--- src/rtl/seg_scan_capture.sv ---
// seg_scan_capture: rebuilds hex value and digit-valid mask from a scanned active-low seven-segment bus
//   clk, rst_n          : clock, asynchronous active-low reset
//   segment             : active-low {dp,g,f,e,d,c,b,a} pattern
//   segsel              : active-low one-hot digit select
//   dout, dout_vld      : recovered nibbles and per-digit valid of the last complete frame
//   frame_vld           : one-cycle strobe when dout/dout_vld update
//   glyph_err           : one-cycle pulse for an undecodable non-blank capture
//   scan_lost           : level, no accepted capture for TIMEOUT cycles
module seg_scan_capture #(
   parameter int SEG_NUM    = 8,
   parameter int STABLE_CNT = 4,
   parameter int TIMEOUT    = 1000
) (
   input  logic                   clk,
   input  logic                   rst_n,
   input  logic [7:0]             segment,
   input  logic [SEG_NUM-1:0]     segsel,
   output logic [4*SEG_NUM-1:0]   dout,
   output logic [SEG_NUM-1:0]     dout_vld,
   output logic                   frame_vld,
   output logic                   glyph_err,
   output logic                   scan_lost
);
   localparam int SW = $clog2(STABLE_CNT + 1);
   localparam int TW = $clog2(TIMEOUT + 1);
   logic [7:0]           r_seg, r_seg_p;
   logic [SEG_NUM-1:0]   r_sel, r_sel_p;
   logic [SW-1:0]        r_stb;
   logic [TW-1:0]        r_to;
   logic [4*SEG_NUM-1:0] r_shd, w_shd_nx, r_dout;
   logic [SEG_NUM-1:0]   r_shv, w_shv_nx, r_seen, w_seen_nx, r_dvld, w_oh;
   logic [3:0]           w_nib;
   logic                 w_gv, w_blank, w_same, w_acc, r_frame, r_gerr, r_lost;
   assign w_oh      = ~r_sel;
   assign w_same    = {r_seg, r_sel} == {r_seg_p, r_sel_p};
   // fires once per dwell: the edge on which the counter steps to STABLE_CNT-1
   assign w_acc     = w_same && (r_stb == SW'(STABLE_CNT - 2)) && (w_oh != '0) &&
                      ((w_oh & (w_oh - SEG_NUM'(1))) == '0);
   assign w_blank   = r_seg[6:0] == 7'h7F;
   assign w_seen_nx = r_seen | w_oh;
   always_comb begin
      w_gv  = 1'b1;
      w_nib = 4'h0;
      case (r_seg[6:0])
         7'h40: w_nib = 4'h0;
         7'h79: w_nib = 4'h1;
         7'h24: w_nib = 4'h2;
         7'h30: w_nib = 4'h3;
         7'h19: w_nib = 4'h4;
         7'h12: w_nib = 4'h5;
         7'h02: w_nib = 4'h6;
         7'h78: w_nib = 4'h7;
         7'h00: w_nib = 4'h8;
         7'h10: w_nib = 4'h9;
         7'h08: w_nib = 4'hA;
         7'h03: w_nib = 4'hB;
         7'h46: w_nib = 4'hC;
         7'h21: w_nib = 4'hD;
         7'h06: w_nib = 4'hE;
         7'h0E: w_nib = 4'hF;
         default: w_gv = 1'b0;
      endcase
   end
   always_comb begin
      for (int i = 0; i < SEG_NUM; i++) begin
         w_shd_nx[4*i+:4] = w_oh[i] ? w_nib : r_shd[4*i+:4];
         w_shv_nx[i]      = w_oh[i] ? w_gv : r_shv[i];
      end
   end
   always_ff @(posedge clk or negedge rst_n) begin
      if (!rst_n) begin
         r_seg   <= '1;
         r_sel   <= '1;
         r_seg_p <= '1;
         r_sel_p <= '1;
         r_stb   <= '0;
         r_to    <= '0;
         r_shd   <= '0;
         r_shv   <= '0;
         r_seen  <= '0;
         r_dout  <= '0;
         r_dvld  <= '0;
         r_frame <= 1'b0;
         r_gerr  <= 1'b0;
         r_lost  <= 1'b0;
      end else begin
         r_seg   <= segment;
         r_sel   <= segsel;
         r_seg_p <= r_seg;
         r_sel_p <= r_sel;
         r_stb   <= !w_same ? '0 : (r_stb == SW'(STABLE_CNT)) ? r_stb : r_stb + 1'b1;
         r_frame <= 1'b0;
         r_gerr  <= w_acc && !w_gv && !w_blank;
         if (w_acc) begin
            r_to   <= '0;
            r_lost <= 1'b0;
            r_shd  <= w_shd_nx;
            r_shv  <= w_shv_nx;
            // the completing capture publishes straight from the updated shadow
            if (&w_seen_nx) begin
               r_seen  <= '0;
               r_dout  <= w_shd_nx;
               r_dvld  <= w_shv_nx;
               r_frame <= 1'b1;
            end else begin
               r_seen <= w_seen_nx;
            end
         end else begin
            if (r_to != TW'(TIMEOUT)) r_to <= r_to + 1'b1;
            if (r_to == TW'(TIMEOUT - 1)) begin
               r_lost <= 1'b1;
               r_seen <= '0;
            end
         end
      end
   end
   assign dout      = r_dout;
   assign dout_vld  = r_dvld;
   assign frame_vld = r_frame;
   assign glyph_err = r_gerr;
   assign scan_lost = r_lost;
endmodule

--- config.mk ---
export PLATFORM = sky130hd
export DESIGN_NAME = seg_scan_capture
export DESIGN_NICKNAME = d
export VERILOG_FILES = /design/src/rtl/seg_scan_capture.sv
export SDC_FILE = /design/constraint.sdc
export NUM_CORES = 1
export LEC_CHECK = 0
export ABC_AREA = 1
export ABC_CLOCK_PERIOD_IN_PS = 2500
export BUFFER_PORTS_ARGS = -buffer_cell sky130_fd_sc_hd__buf_2
export CAP_MARGIN = 20
export CORE_MARGIN = 2
export CORE_UTILIZATION = 59
export CTS_BUF_LIST = sky130_fd_sc_hd__clkbuf_16
export DETAILED_ROUTE_END_ITERATION = 10
export PLACE_DENSITY = 0.77
export SLEW_MARGIN = 20
export SYNTH_ARGS = -nofsm -noshare
export SYNTH_HDL_FRONTEND = slang
export SYNTH_SLANG_ARGS = --single-unit
--- constraint.sdc ---
create_clock -name clk -period 2.5 [get_ports clk]
set_input_delay 0.25 -clock clk [delete_from_list [all_inputs] [get_ports clk]]
set_output_delay 0.25 -clock clk [all_outputs]
set_load 0.02 [all_outputs]
Yosys cells after proc, flatten, opt, wreduce, memory -nomap -nowiden
Cells that the tools add are included.
{ "word_totals": {"regBits": 136, "in_bits": 18, "output_inout_bits": 43} }
{ "classes": {"n_addsub": 3, "n_eq_ne": 22, "muxes": 29, "n_bitwise": 3, "n_reduce_logical": 15} }
{ "ops": {"columns": ["operator", "n"], "rows": [
  ["4-bit one-hot mux with 15 select lines", 1],
  ["7-bit equality test, second input constant", 5],
  ["4-bit 2-to-1 mux", 8],
  ["8-bit 2-to-1 mux", 3],
  ["7-bit by 5-bit equality test with 1-bit output, second input constant", 3],
  ["7-bit by 6-bit equality test with 1-bit output, second input constant", 3],
  ["10-bit 2-to-1 mux", 2],
  ["16-bit equality test", 1],
  ["16-bit OR reduction", 1],
  ["7-bit by 2-bit equality test with 1-bit output, second input constant", 2],
  ["7-bit by 4-bit equality test with 1-bit output, second input constant", 2],
  ["1-bit 2-to-1 mux", 13],
  ["10-bit by 1-bit adder with 10-bit output, second input constant", 1],
  ["10-bit equality test, second input constant", 1],
  ["10-bit inequality test, second input constant", 1],
  ["9-bit AND reduction", 1],
  ["8-bit AND", 1],
  ["8-bit zero test", 1],
  ["8-bit inverter", 1],
  ["8-bit bitwise OR", 1],
  ["8-bit AND reduction", 1],
  ["8-bit nonzero test", 1],
  ["8-bit by 1-bit subtractor with 8-bit output, second input constant", 1],
  ["7-bit by 3-bit equality test with 1-bit output, second input constant", 1],
  ["9 further kinds", 16]
]} }

Depth between registers and ports, before layout
Gate-level depths: netlist of run 1.
{ "depth": {"word_depth": 7, "depth_mapped": 14, "ltp_nobuf": 12} }

Least setup slack after synthesis of run 1
OpenSTA, ideal clock, no wires.
{ "synth_timing": {"path_type": "register to register", "from": "register r_sel[0]", "to": "register r_dout[18] (netlist: dout[18])", "arrival_time_ps": 1688, "required_time_ps": 2383, "setup_slack_ps": 695, "stages_incl_launch_ff": 14, "n_path_buf": 2, "synth_period_minus_slack_ps": 1805, "path_cell_list": "dfstp_2 buf_4 inv_4 nand2_1 nand2_1 a21oi_1 nand2_1 nor2_1 nand2_2 nor2_8 nand2_4 buf_6 nand2_1 nand2_1"} }
{ "synth_between": {"elab_chain_cells": 6} }
{ "synth_lines": {"columns": ["item", "line_no", "rtl"], "rows": [
  ["start, declared", "27", "logic [SEG_NUM-1:0] r_sel, r_sel_p;"],
  ["start signal, assigned", "88", "r_sel <= segsel;"],
  ["8-bit inverter", "34", "assign w_oh = ~r_sel;"],
  ["8-bit by 1-bit subtractor with 8-bit output", "38", "((w_oh & (w_oh - SEG_NUM'(1))) == '0);"],
  ["8-bit AND", "38", null],
  ["8-bit zero test", "38", null],
  ["1-bit logical AND", "37", "assign w_acc = w_same && (r_stb == SW'(STABLE_CNT - 2)) && (w_oh != '0) &&"],
  ["9-bit AND reduction (no line) *", null, null],
  ["end signal, assigned", "102", "r_dout <= w_shd_nx;"],
  ["end, declared", "30", "logic [4*SEG_NUM-1:0] r_shd, w_shd_nx, r_dout;"]
]} }
Mark *: on every way between the ends. The rest lies on a longest branch, timed or not.
A chain may end at the register's enable or synchronous reset.

Worst setup path in the final report of run 1
{ "layout_timing": {"from": "register r_sel[0]", "to": "register r_seen[2]"} }
{ "layout_between": {"elab_chain_cells": 6} }
{ "layout_lines": {"columns": ["item", "line_no", "rtl"], "rows": [
  ["8-bit inverter", "34", null],
  ["8-bit by 1-bit subtractor with 8-bit output", "38", null],
  ["8-bit AND", "38", null],
  ["8-bit zero test", "38", null],
  ["1-bit logical AND", "37", null],
  ["8-bit 2-to-1 mux / 2-bit nonzero test (equally long branches)", null, null],
  ["end signal, assigned", "106", "r_seen <= w_seen_nx;"],
  ["end, declared", "31", "logic [SEG_NUM-1:0] r_shv, w_shv_nx, r_seen, w_seen_nx, r_dvld, w_oh;"]
]} }
Parallel ways exist; a longest one is shown, timed or not.

==> results.md, run 1 <==
- In this run the power density over the cells is ~610 nW/um^2.
- The ratio of final minimum period to clock period is 92.3%.
- The prevailing post-synth register cell is dfrtp_1.
- The standby leakage power is 0.00433 uW.
- The data arrival at the endpoint of the critical path is 2.61 ns.
- The number of enable-type register cells in the synthesized netlist is 0.
- The most common cell in the synthesized netlist is nand2_1.
- At the end of routability-driven placement, the weighted congestion stood at a little under 0.9.
- The average instance in the mapped netlist occupies between 7 and 8 um^2.
- The run finished with clean final reports.
- The iteration-0 DRC count of the detailed router is 399.
- Of all nets on the critical path, the largest fanout is 14.
- During placement, the flow inserted port buffers numbering 60.
- The first-pass iteration count of the detailed router is 8.
- In this run the deepest clock path goes through 2 buffers.
- The overall die height is 109 um.
- The reported max-cap violation count is 0.
- The worst setup path is captured at a register.
- The top layer used by detailed routing is met4.
- The total of fill cells in the finished design is 843.
- Entering global routing, the biggest net connects 52 pins.
- In the final design database the tool counted just over 900 nets.
- The worst-case IR drop observed on VDD is 0.509 mV.
- The cell accounting for the most synthesized area is dfrtp_1.
- Once detail routing completed, the nets flagged for antenna violations numbered 0.
- The final-report max-slew violation count is 0.
- The CTS buffer count is 17.
- Synthesis handed over a netlist of 819 instances.
- In the synthesized netlist the async set-or-reset flop fraction comes to 100%.
- The repair_antennas step left the layout with diodes totalling 0.
- STA classifies the critical path startpoint as a register.
- The floorplan step set the die width to 109 um.
- The clock root buffer is clkbuf_16.
- Sequential elements use 53.3% of the synthesized area.
- The wire length after detailed routing is 15,300 um.
- The fraction of post-synthesis cell area in the top cell type by area is 40.3%.
- The count of vias placed by the detailed router is 5,467.
- The class of the most critical hold timing path is primary input to async pin.
- The die area is approximately 12,000 um^2.
- The clock-pin slew of the registers on the worst-case setup and hold paths is 0.05 ns.
- The cell area after layout is 7530 um^2.
- The critical setup path kind is register to register.
- Setup total negative slack on the finished layout was measured at 0 ns.
- Using the TritonRoute via totals, the vias-per-cell ratio works out to 5.19.
- Ranked by total cell area, the synthesized netlist is headed by dfrtp_1 40%, nand2_1 26%, dfstp_2 13%, nor2_1 3.3%, inv_1 2.2%.
- Setup violations remaining at the end of the flow were counted as 0.
- Detailed routing placed a total of roughly 7600 um of wire on met2.
- The number of endpoints with negative hold slack in the final report is 0.
- The aggregate global routing overflow is 0.
- The number of remaining DRC errors is 0.
- The area added between synthesis and finish is 16.6%.
- The detailed-placement wirelength estimate is 10,000 um.
- The proportion of layout cells with a drive suffix above 1 is 16.8%.
- The clock latency on the worst-skew pair is roughly 0.42 ns.
- The setup check on the worst reg-to-reg path leaves a slack of 0.19 ns.
- The least setup slack across all paths after layout is roughly 0.19 ns.
- The core box area is 10,700 um^2.
- For this run, the total global-route usage over all layers was measured as between 20 and 30%.
- When the netlist entered floorplanning its net count stood at 842.
- The amount of wire on met3 after detailed routing is 850 um.
- The first global-routing pass estimated 25,300 um of wire.
- The count of yosys warnings during synthesis is 0.
- The synthesized netlist contains 34 unique library cells.
- The post-synthesis instance area is 6460 um^2.
- For this configuration, the core starts out at a cell density of 60.1%.
- The register bit total from synthesis is ~140.
- Dividing the detail-routed wire length by the instance count gives 14.5 um.
- Setup repair after global routing left no endpoint under its margin.
- The shortest period the worst path allows is 2.31 ns.
- The number of antenna violations at the first check in global routing is 0.
- Across all hold checks on the routed design, the worst slack comes to 0.381 ns.
- The placed instances occupy a cell area of 6860 um^2.
- The relative slew slack is 46.5%.
- On the final layout, the worst clock skew is 0.00761 ns.
- The number of global-route vias before repair was ~5,400.
- The I/O pin count is 61.
- The worst setup slack before clock tree synthesis is 0.149 ns.
- The depth of the CTS H-tree is 4.
- The wire length on met1 is 6450 um.
- For the pin with the worst max-slew slack, the measured transition is ~0.80 ns.
- The TritonCTS clock tree is built.
- For the worst setup path, the data required time is about 2.8 ns.
- The floorplan has 38 rows.
- By count the netlist is led by 441 x nand2_1, 104 x dfrtp_1, 56 x nor2_1, 37 x inv_1, 32 x dfstp_2.
- After layout, the design draws a total of 4630 uW.
- CTS saw 136 sinks.
- Derived from the worst setup path, the maximum achievable clock frequency is 0.433 GHz.
[sequential cells by signal, summed over array words and instances (netlist names)]
| register | flops |
|---|---|
| r_seen | 8 |
| r_to | 10 |
| dout_vld | 8 |
| glyph_err | 1 |
| r_sel | 8 |
| r_shd | 32 |
| frame_vld | 1 |
| dout | 32 |
| r_stb | 3 |
| r_sel_p | 8 |
| r_shv | 8 |
| r_seg | 8 |
| r_seg_p | 8 |
| scan_lost | 1 |
[layer usage]
layer	vias to the layer above	global-route usage (%)
met3	38	6.63
li1	2664	-
met5	-	0
met4	0	13.1
met2	188	46.5
met1	2577	35.3
[report_power, final]
part	switching, uW	internal (uW)	total, uW
sequential	44.3	2250	2300
combinational	163	86.3	249
clock	868	1210	2080
[critical path, stage by stage, from the launching register on]
cell	delay, ns
dfstp_2	0.67
inv_4	0.08
nand2_1	0.06
nand2_1	0.06
a21oi_1	0.19
nand2_1	0.07
nor2_1	0.16
nand2_2	0.15
nor2_8	0.27
nor2_1	0.24
nand2_1	0.15
nand2_1	0.07
[cells by family (layout without fill, tap and decap cells)]
| kind of cell | count (synthesis) | count (layout) | synth area share [%] |
|---|---|---|---|
| fa+ha+maj | 5 | 5 | 0.969 |
| flops | 136 | 136 | 53.3 |
| compound gates | 25 | 25 | 2.11 |
| xor+xnor | 17 | 17 | 2.31 |
| simple gates | 559 | 559 | 35.4 |
| buf+inv | 77 | 172 | 5.95 |
[timing repair]
item | CTS | global route
endpoints found under the setup margin | 0 | 34
gates resized for setup | 0 | 2
hold buffers | 17 | 0
endpoints found under the hold margin | 37 | 0
setup buffers | 0 | 0
[cells in the final DEF, fill, tap and decap left out, types with 6 or more instances in the layout]
cell type	Yosys	routed
dfstp_2	32	32
dlygate4sd3_1	0	17
buf_2	13	59
xor2_1	11	11
dfrtp_1	104	104
nand2_1	441	441
buf_4	5	9
xnor2_1	6	6
a31oi_1	6	6
inv_1	37	43
nor2_1	56	56
o21ai_0	12	12
clkinv_1	2	8
nor3_1	9	9
inv_2	10	10
clkbuf_16	0	17
nand3_1	23	23
a21oi_1	6	6
[area by class of cell]
| cell class | count | area [um^2] | share of cell area [%] |
|---|---|---|---|
| Clock buffer | 17 | 425 | 5.65 |
| Multi-Input combinational cell | 606 | 2640 | 35.1 |
| Tap cell | 140 | 175 | 2.33 |
| Timing Repair Buffer | 88 | 584 | 7.76 |
| Inverter | 52 | 203 | 2.69 |
| Clock inverter | 15 | 60.1 | 0.797 |
| Sequential cell | 136 | 3440 | 45.7 |
[path summary, 6_finish.rpt]
check / from / to / cells past startpoint
worst max-delay path: r_sel[0]$_DFF_PN1_ / r_seen[2]$_DFFE_PN0P_ / 11
worst min-delay path: rst_n / glyph_err$_DFF_PN0_ / 2
worst max register to register: r_sel[0]$_DFF_PN1_ / r_seen[2]$_DFFE_PN0P_ / 11
worst min register to register: r_seg[6]$_DFF_PN1_ / r_seg_p[6]$_DFF_PN1_ / 0
max in group asynchronous: rst_n / r_sel[1]$_DFF_PN1_ / 3
min in group clk: r_seg[6]$_DFF_PN1_ / r_seg_p[6]$_DFF_PN1_ / 0
[per-stage QoR]
stage	util [%]	instances
floorplan	-	819
global placement	63.9	1005
detailed placement	63.9	1005
CTS	70.0	1054
global route	70.1	1054
finish	70.1	1054
(Power assumes the default switching activity.)
==> inputs of run 2 (changes only) <==
--- a/config.mk
+++ b/config.mk
@@ -5,12 +5,14 @@
 export SDC_FILE = /design/constraint.sdc
 export NUM_CORES = 1
 export LEC_CHECK = 0
-export ABC_AREA = 1
+export ABC_AREA = 0
 export ABC_CLOCK_PERIOD_IN_PS = 2500
 export BUFFER_PORTS_ARGS = -buffer_cell sky130_fd_sc_hd__buf_2
 export CAP_MARGIN = 20
+export CELL_PAD_IN_SITES_DETAIL_PLACEMENT = 0
+export CELL_PAD_IN_SITES_GLOBAL_PLACEMENT = 2
 export CORE_MARGIN = 2
-export CORE_UTILIZATION = 59
+export CORE_UTILIZATION = 40
 export CTS_BUF_LIST = sky130_fd_sc_hd__clkbuf_16
 export DETAILED_ROUTE_END_ITERATION = 10
 export PLACE_DENSITY = 0.77
==> run 2 against run 1 <==
Against the previous run:
- sequential cell count stayed put
- die area is 42% higher
- combinational power is 24% higher
- global-route usage is 12 points lower
- critical path type unchanged
- count of clock-buffer cells in the layout stayed put
- first-iteration DRC count is 40% lower
- highest routed layer unchanged
- wire length is 16% lower
- register-to-register slack worse by 0.18 ns
==> results.md, run 2 <==
- The reported max-cap violation count is 0 (unchanged).
- The routed length per instance is 15.2 um (was 14.5 um).
- The number of nets in the layout was 644 (was 924).
- The power per cell area is 620 nW/um^2 (was 614 nW/um^2).
- The number of setup violations in the final report was 0 (unchanged).
- The final antenna diode count came to 0 (unchanged).
- The leading cell type in the layout, fill and taps excluded is dfrtp_1 (was nand2_1).
- The critical setup path kind is register to register (unchanged).
- Synth top area cells: dfrtp_1 41%, dfstp_2 13%, o21ai_2 5.6%, mux2i_1 5.4%, mux2_2 5.4% (was dfrtp_1 40%, nand2_1 26%, dfstp_2 13%, nor2_1 3.3%, inv_1 2.2%).
- The number of global-route vias before repair came to 4,147 (was 5,413).
- The worst setup slack before clock tree synthesis is 0.0627 ns (was 0.149 ns).
- In this run the most critical hold path is launched from r_seg[7]$_DFF_PN1_.
- The placer congestion estimate is 0.804 (was 0.875).
- The count of vias placed by the detailed router came to 4,152 (was 5,467).
- The maximum vdd drop was 0.402 mV (was 0.509 mV).
- The width of the die came to 129 um (was 109 um).
- The number of unique standard cell types used by synthesis came to 54 (was 34).
- The detailed-placement wirelength estimate is 8480 um (was 10,000 um).
- The final setup TNS is 0 ns (unchanged).
- The depth of the CTS H-tree was 4 (unchanged).
- The TritonCTS clock tree is built (unchanged).
- The category of the worst setup path capture point is a register (unchanged).
- The transition time of the tightest slew-check pin is 0.838 ns (was 0.796 ns).
- The wire length after detailed routing is 12,800 um (was 15,300 um).
- The number of enable-type register cells in the synthesized netlist is 0 (unchanged).
- The area added between synthesis and finish is 23.4% (was 16.6%).
- The net count after synthesis is 535 (was 842).
- The logic depth of the worst register-to-register path is 7 (was 11).
- The ratio of final minimum period to clock period was 99.7% (was 92.3%).
- The number of instances in the synthesized netlist is 512 (was 819).
- The sequential area share after synthesis is 54.7% (was 53.3%).
- The total of fill cells in the finished design is 1,406 (was 843).
- The fraction of synthesis flops using an asynchronous set or reset pin is 100% (unchanged).
- The mean post-synth cell area is 12.3 um^2 (was 7.89 um^2).
- The iteration-0 DRC count of the detailed router is 238 (was 399).
- The number of endpoints with negative hold slack in the final report is 0 (unchanged).
- The number of buffer cells added on primary ports is 60 (unchanged).
- The maximum clock skew at final layout came to 0.00919 ns (was 0.00761 ns).
- The clock sink count is 136 (unchanged).
- The startpoint class of the critical path is a register (unchanged).
- The data arrival at the endpoint of the critical path is 2.79 ns (was 2.61 ns).
- The via count normalized by instance count is 4.91 (was 5.19).
- The die area came to 16,800 um^2 (was 11,800 um^2).
- The I/O pin count is 61 (unchanged).
- The first-pass iteration count of the detailed router is 4 (was 8).
- The core box area is 15,300 um^2 (was 10,700 um^2).
- The largest net degree at the start of global routing was 75 (was 52).
- Result of the run: complete, no violations (unchanged).
- The cell area after layout is 7770 um^2 (was 7530 um^2).
- The final-report max-slew violation count is 0 (unchanged).
- The number of buffers between clock root and the deepest sink is 2 (unchanged).
- The class of the most critical hold timing path is register to register (was primary input to async pin).
- Setup repair after global routing missed its margin: true (was false).
- The aggregate global routing overflow was 0 (unchanged).
- The register bit total from synthesis is 136 (unchanged).
- The CTS buffer count came to 17 (unchanged).
- The beginning of the critical path is r_seg[0]$_DFF_PN1_ (was r_sel[0]$_DFF_PN1_).
- The overall die height is 129 um (was 109 um).
- The cell accounting for the most synthesized area is dfrtp_1 (unchanged).
- Top cells by instance count after synthesis: 104 x dfrtp_1, 59 x nand2_1, 40 x o21ai_2, 34 x mux2i_1, 32 x dfstp_2 (was 441 x nand2_1, 104 x dfrtp_1, 56 x nor2_1, 37 x inv_1, 32 x dfstp_2).
- The count of yosys warnings during synthesis is 0 (unchanged).
- The top achievable clock speed was 0.401 GHz (was 0.433 GHz).
- The overall fraction of global-route tracks in use is 16.6% (was 28.2%).
- The area taken by flip-flops and latches is 3440 um^2 (unchanged).
- The fraction of post-synthesis cell area in the top cell type by area came to 41.4% (was 40.3%).
- The worst endpoint required time was 2.80 ns (about the same).
- The standby leakage power is 0.00374 uW (was 0.00433 uW).
- The post-synthesis instance area came to 6290 um^2 (was 6460 um^2).
- The clock root buffer is clkbuf_16 (unchanged).
- The worst reg2reg path startpoint was r_seg[0]$_DFF_PN1_ (was r_sel[0]$_DFF_PN1_).
- Counting instances, the worst hold path has a depth of 0.
- The shortest period the worst path allows was 2.49 ns (was 2.31 ns).
- The relative slew slack came to 44.1% (was 46.5%).
- The cell row count was 45 (was 38).
- The starting density of the core is 41.1% (was 60.1%).
- The least setup slack across all paths after layout is 0.00772 ns (was 0.193 ns).
- The prevailing post-synth register cell was dfrtp_1 (unchanged).
- The instance area after placement came to 6990 um^2 (was 6860 um^2).
- The proportion of layout cells with a drive suffix above 1 was 38.2% (was 16.8%).
- The number of remaining DRC errors is 0 (unchanged).
- The number of nets with antenna violations after detailed routing was 0 (unchanged).
- The clock-pin slew of the registers on the worst-case setup and hold paths is 0.05 ns (about the same).
- The top fanout value on the critical path is 8 (was 14).
- The clock latency on the worst-skew pair is 0.42 ns (about the same).
- The wire length of the first global-routing pass is 21,300 um (was 25,300 um).
- The number of antenna violations at the first check in global routing is 0 (unchanged).
- Top library cells by usage in the layout, fill and taps aside: 104 x dfrtp_1, 59 x nand2_1, 59 x buf_2 (was 441 x nand2_1, 104 x dfrtp_1, 59 x buf_2).
- The footprint of the multi-input gates came to 2630 um^2 (was 2640 um^2).
- The most common cell in the synthesized netlist was dfrtp_1 (was nand2_1).
[run 2: power breakdown]
part           internal (uW)  total [uW]  switching [uW]
sequential              2250        2270            22.6
clock                   1330        2230             901
combinational            125         309             184
total                   3700        4810            1110
[run 2: final timing paths]
path                       slack [ns]              endpoint
hold reg to reg                  0.38  r_seg_p[7]$_DFF_PN1_
hold / removal                   0.38  r_seg_p[7]$_DFF_PN1_
min in group asynchronous        0.42  dout[11]$_DFFE_PN0P_
setup reg to reg                0.008  r_shv[6]$_DFFE_PN0P_
setup / recovery                0.008  r_shv[6]$_DFFE_PN0P_
max in group asynchronous        1.29    r_seg[1]$_DFF_PN1_
[run 2: logic make-up after synthesis]
family | synth area share, %
AOI/OAI and AO/OA | 11.6
DFF | 54.7
muxes | 12.8
adders and majority gates | 1.15
buffers and inverters | 4.04
xor gates and xnor gates | 3.76
and+or+nand+nor | 12.0
[run 2: timing repair]
item	CTS	global route
endpoints found under the hold margin	81	0
hold buffers	17	0
gates resized for setup	0	12
buffers inserted	0	2
endpoints found under the setup margin	0	88
[run 2: critical path, stage by stage, from the launching register on]
cell and delay [ns]:
dfstp_2 0.57, buf_8 0.15, and3b_1 0.21, a221o_1 0.32, a221oi_4 0.44, o211ai_4 0.24, buf_6 0.20, mux2_2 0.25
[run 2: per-layer routing]
layer	up-vias	GRT usage, %	share of wire, %
met2	67	25.8	47
met5	-	0	0
met1	2041	22.4	49
met3	16	3.92	3.0
met4	0	6.89	1.7
li1	2028	-	-
[run 2: layout make-up]
cell class	count	area share, %
well taps	211	3.40
clock inverters	15	1.29
multi-input cells	333	33.9
inverters	16	0.773
flip-flops and latches	136	44.3
clock buffers	17	5.48
repair buffers	117	10.9
[run 2: per-stage QoR]
step | std cells | power [uW] | util [%] | hold WS (ns)
6_report | 845 | 4810 | 50.7 | 0.376
3_3_place_gp | 793 | 2590 | 45.7 | 0.319
5_1_grt | 845 | 5020 | 50.7 | 0.380
3_5_place_dp | 793 | 2590 | 45.7 | 0.323
4_1_cts | 842 | 4860 | 50.2 | 0.375
2_1_floorplan | 512 | 2450 | - | -0.0456
==> inputs of run 3 (changes only) <==
--- a/config.mk
+++ b/config.mk
@@ -15,7 +15,8 @@
 export CORE_UTILIZATION = 40
 export CTS_BUF_LIST = sky130_fd_sc_hd__clkbuf_16
 export DETAILED_ROUTE_END_ITERATION = 10
-export PLACE_DENSITY = 0.77
+export PLACE_DENSITY = 0.76
+export REMOVE_ABC_BUFFERS = 1
 export SLEW_MARGIN = 20
 export SYNTH_ARGS = -nofsm -noshare
 export SYNTH_HDL_FRONTEND = slang
==> run 3 against run 2 <==
Against the previous run:
- via count is 2.5% higher
- sequential power hardly changed
- hold slack worse by 0.0041 ns
- sequential share of layout area is 2.6 points lower
- register-to-register slack better by 0.06 ns
- setup slack better by 0.057 ns
- first-iteration DRC count is 10% lower
- clock power is 21% higher
- clock skew is 0.0031 ns lower
- cell area is 6.2% higher
- combinational power is 3% lower
- die area stayed put
==> results.md, run 3 (synthesis results as in run 2) <==
- Result of the run: complete, no violations (unchanged).
- The worst endpoint required time came to 2.80 ns (about the same).
- The wire length of the first global-routing pass came to 21,200 um (was 21,300 um).
- The I/O pin count is 61 (unchanged).
- The worst reg2reg path startpoint is r_sel[5]$_DFF_PN1_ (was r_seg[0]$_DFF_PN1_).
- The combinational power share came to 5.7% (was 6.4%).
- The area added between synthesis and finish is 31.1% (was 23.4%).
- The number of setup violations in the final report came to 0 (unchanged).
- The beginning of the worst hold path is r_seg[7]$_DFF_PN1_ (unchanged).
- The number of endpoints with negative hold slack in the final report was 0 (unchanged).
- The maximum clock skew at final layout was 0.00605 ns (was 0.00919 ns).
- The category of the worst setup path capture point is a register (unchanged).
- The core box area is 15,300 um^2 (unchanged).
- The leading cell type in the layout, fill and taps excluded is dfrtp_1 (unchanged).
- The number of buffers between clock root and the deepest sink is 2 (unchanged).
- Setup repair after global routing missed its margin: true (unchanged).
- The count of vias placed by the detailed router is 4,254 (was 4,152).
- The switching power is 1140 uW (was 1110 uW).
- The portion of total power attributed to the clock network is 51.1% (was 46.3%).
- The beginning of the critical path is r_sel[5]$_DFF_PN1_ (was r_seg[0]$_DFF_PN1_).
- The critical setup path kind is register to register (unchanged).
- The routed length per instance is 16.3 um (was 15.2 um).
- The wire length after detailed routing is 14,100 um (was 12,800 um).
- The starting density of the core is 41.1% (unchanged).
- The final-report max-slew violation count is 0 (unchanged).
- The number of global-route vias before repair was 4,136 (was 4,147).
- The top achievable clock speed is 0.411 GHz (was 0.401 GHz).
- The first-pass iteration count of the detailed router is 4 (unchanged).
- The depth of the CTS H-tree was 4 (unchanged).
- The number of antenna violations at the first check in global routing is 0 (unchanged).
- The cell count after placement came to 792 (was 793).
- The total design power is 5260 uW (was 4810 uW).
- The class of the most critical hold timing path was register to register (unchanged).
- The aggregate global routing overflow is 0 (unchanged).
- The data arrival at the endpoint of the critical path is 2.73 ns (was 2.79 ns).
- The proportion of layout cells with a drive suffix above 1 is 44.9% (was 38.2%).
- The largest net degree at the start of global routing was 78 (was 75).
- The iteration-0 DRC count of the detailed router is 214 (was 238).
- The CTS buffer count was 17 (unchanged).
- The die area is 16,800 um^2 (unchanged).
- The TritonCTS clock tree is built (unchanged).
- The top fanout value on the critical path is 9 (was 8).
- The ratio of final minimum period to clock period is 97.4% (was 99.7%).
- The shortest period the worst path allows is 2.44 ns (was 2.49 ns).
- The final antenna diode count is 0 (unchanged).
- The startpoint class of the critical path is a register (unchanged).
- The overall fraction of global-route tracks in use came to 16.6% (about the same).
- The number of nets in the layout is 660 (was 644).
- The instance area after placement was 6990 um^2 (about the same).
- The internal power consumption is 4120 uW (was 3700 uW).
- The transition time of the tightest slew-check pin is 0.709 ns (was 0.838 ns).
- The cell area after layout is 8250 um^2 (was 7770 um^2).
- The detailed-placement wirelength estimate was 8530 um (was 8480 um).
- The share of total power in sequential cells is 43.2% (was 47.2%).
- The overall die height is 129 um (unchanged).
- The relative slew slack came to 52.7% (was 44.1%).
- The number of buffer cells added on primary ports is 60 (unchanged).
- The power per cell area was 638 nW/um^2 (was 620 nW/um^2).
- The via count normalized by instance count was 4.94 (was 4.91).
- The clock sink count is 136 (unchanged).
- The standby leakage power came to 0.00394 uW (was 0.00374 uW).
- The switching share of power is 21.7% (was 23.0%).
- The width of the die came to 129 um (unchanged).
- The placer congestion estimate is 0.761 (was 0.804).
- The cell row count was 45 (unchanged).
- The total of fill cells in the finished design is 1,369 (was 1,406).
- The cell depth of the worst min-delay path is 0 (unchanged).
- The maximum vdd drop is 0.422 mV (was 0.402 mV).
- The clock root buffer is clkbuf_16 (unchanged).
- The reported max-cap violation count is 0 (unchanged).
- The logic depth of the worst register-to-register path is 8 (was 7).
- The clock latency on the worst-skew pair came to 0.42 ns (about the same).
- The number of nets with antenna violations after detailed routing is 0 (unchanged).
- The clock-pin slew of the registers on the worst-case setup and hold paths is 0.06 ns (was 0.05 ns).
- Top library cells by usage in the layout, fill and taps aside: 104 x dfrtp_1, 59 x buf_2, 41 x o21ai_2 (was 104 x dfrtp_1, 59 x nand2_1, 59 x buf_2).
- The number of standard cells in the layout, taps in and fillers out came to 861 (was 845).
- The number of remaining DRC errors was 0 (unchanged).
run 3: repair_timing:
action	4_1_cts	5_1_grt
endpoints found under the hold margin	73	0
cloned	0	13
gates resized for setup	1	51
hold buffers	17	0
buffers inserted	0	7
pin swaps	0	22
setup endpoints to repair	80	69
run 3: critical path, cell delays in order, from the launching register on:
cell     delay [ns]
dfstp_2        0.60
buf_4          0.13
xor2_1         0.13
a21oi_1        0.08
mux2_4         0.31
or3_4          0.39
buf_12         0.19
nor2_8         0.14
mux2_1         0.34
run 3: layout make-up:
class	count	area (um^2)	area share, %
inverters	16	60.1	0.728
clock inverters	15	206	2.50
repair buffers	132	1070	12.9
multi-input cells	334	2780	33.7
flip-flops and latches	136	3440	41.7
clock buffers	17	425	5.16
well taps	211	264	3.20
run 3: power by group through the flow:
stage | clock (uW) | sequential [uW] | combinational, uW
6_report | 2690 | 2270 | 299
4_1_cts | 2760 | 2270 | 295
5_1_grt | 2870 | 2280 | 334
3_3_place_gp | 0 | 2310 | 270
3_5_place_dp | 0 | 2310 | 273
2_1_floorplan | 0 | 2330 | 110
run 3: path summary, 6_finish.rpt:
check,to,slack (ns)
hold reg to reg,r_seg_p[7]$_DFF_PN1_,0.37
max in group asynchronous,dout[17]$_DFFE_PN0P_,1.27
hold / removal,r_seg_p[7]$_DFF_PN1_,0.37
setup reg to reg,r_shd[12]$_DFFE_PN0P_,0.06
min in group asynchronous,dout[14]$_DFFE_PN0P_,0.42
setup / recovery,r_shd[12]$_DFFE_PN0P_,0.06
run 3: metrics by stage:
stage	setup slack, ns	util [%]	hold WS, ns	setup TNS, ns
after floorplan	-0.367	-	-0.0456	-17.46
after global placement	-0.0703	45.6	0.324	-2.94
after detailed placement	-0.0676	45.6	0.333	-2.26
after CTS	0.00363	50.9	0.374	0
after global routing	-0.0462	53.9	0.381	-0.510
final	0.0644	53.9	0.372	0
run 3: routing by layer:
| metal | up-vias | wire length, um | global-route usage (%) |
|---|---|---|---|
| met2 | 73 | 6570 | 25.6 |
| li1 | 2063 | - | - |
| met5 | - | 0 | 0 |
| met1 | 2101 | 6840 | 22.2 |
| met3 | 17 | 444 | 4.29 |
| met4 | 0 | 222 | 6.89 |
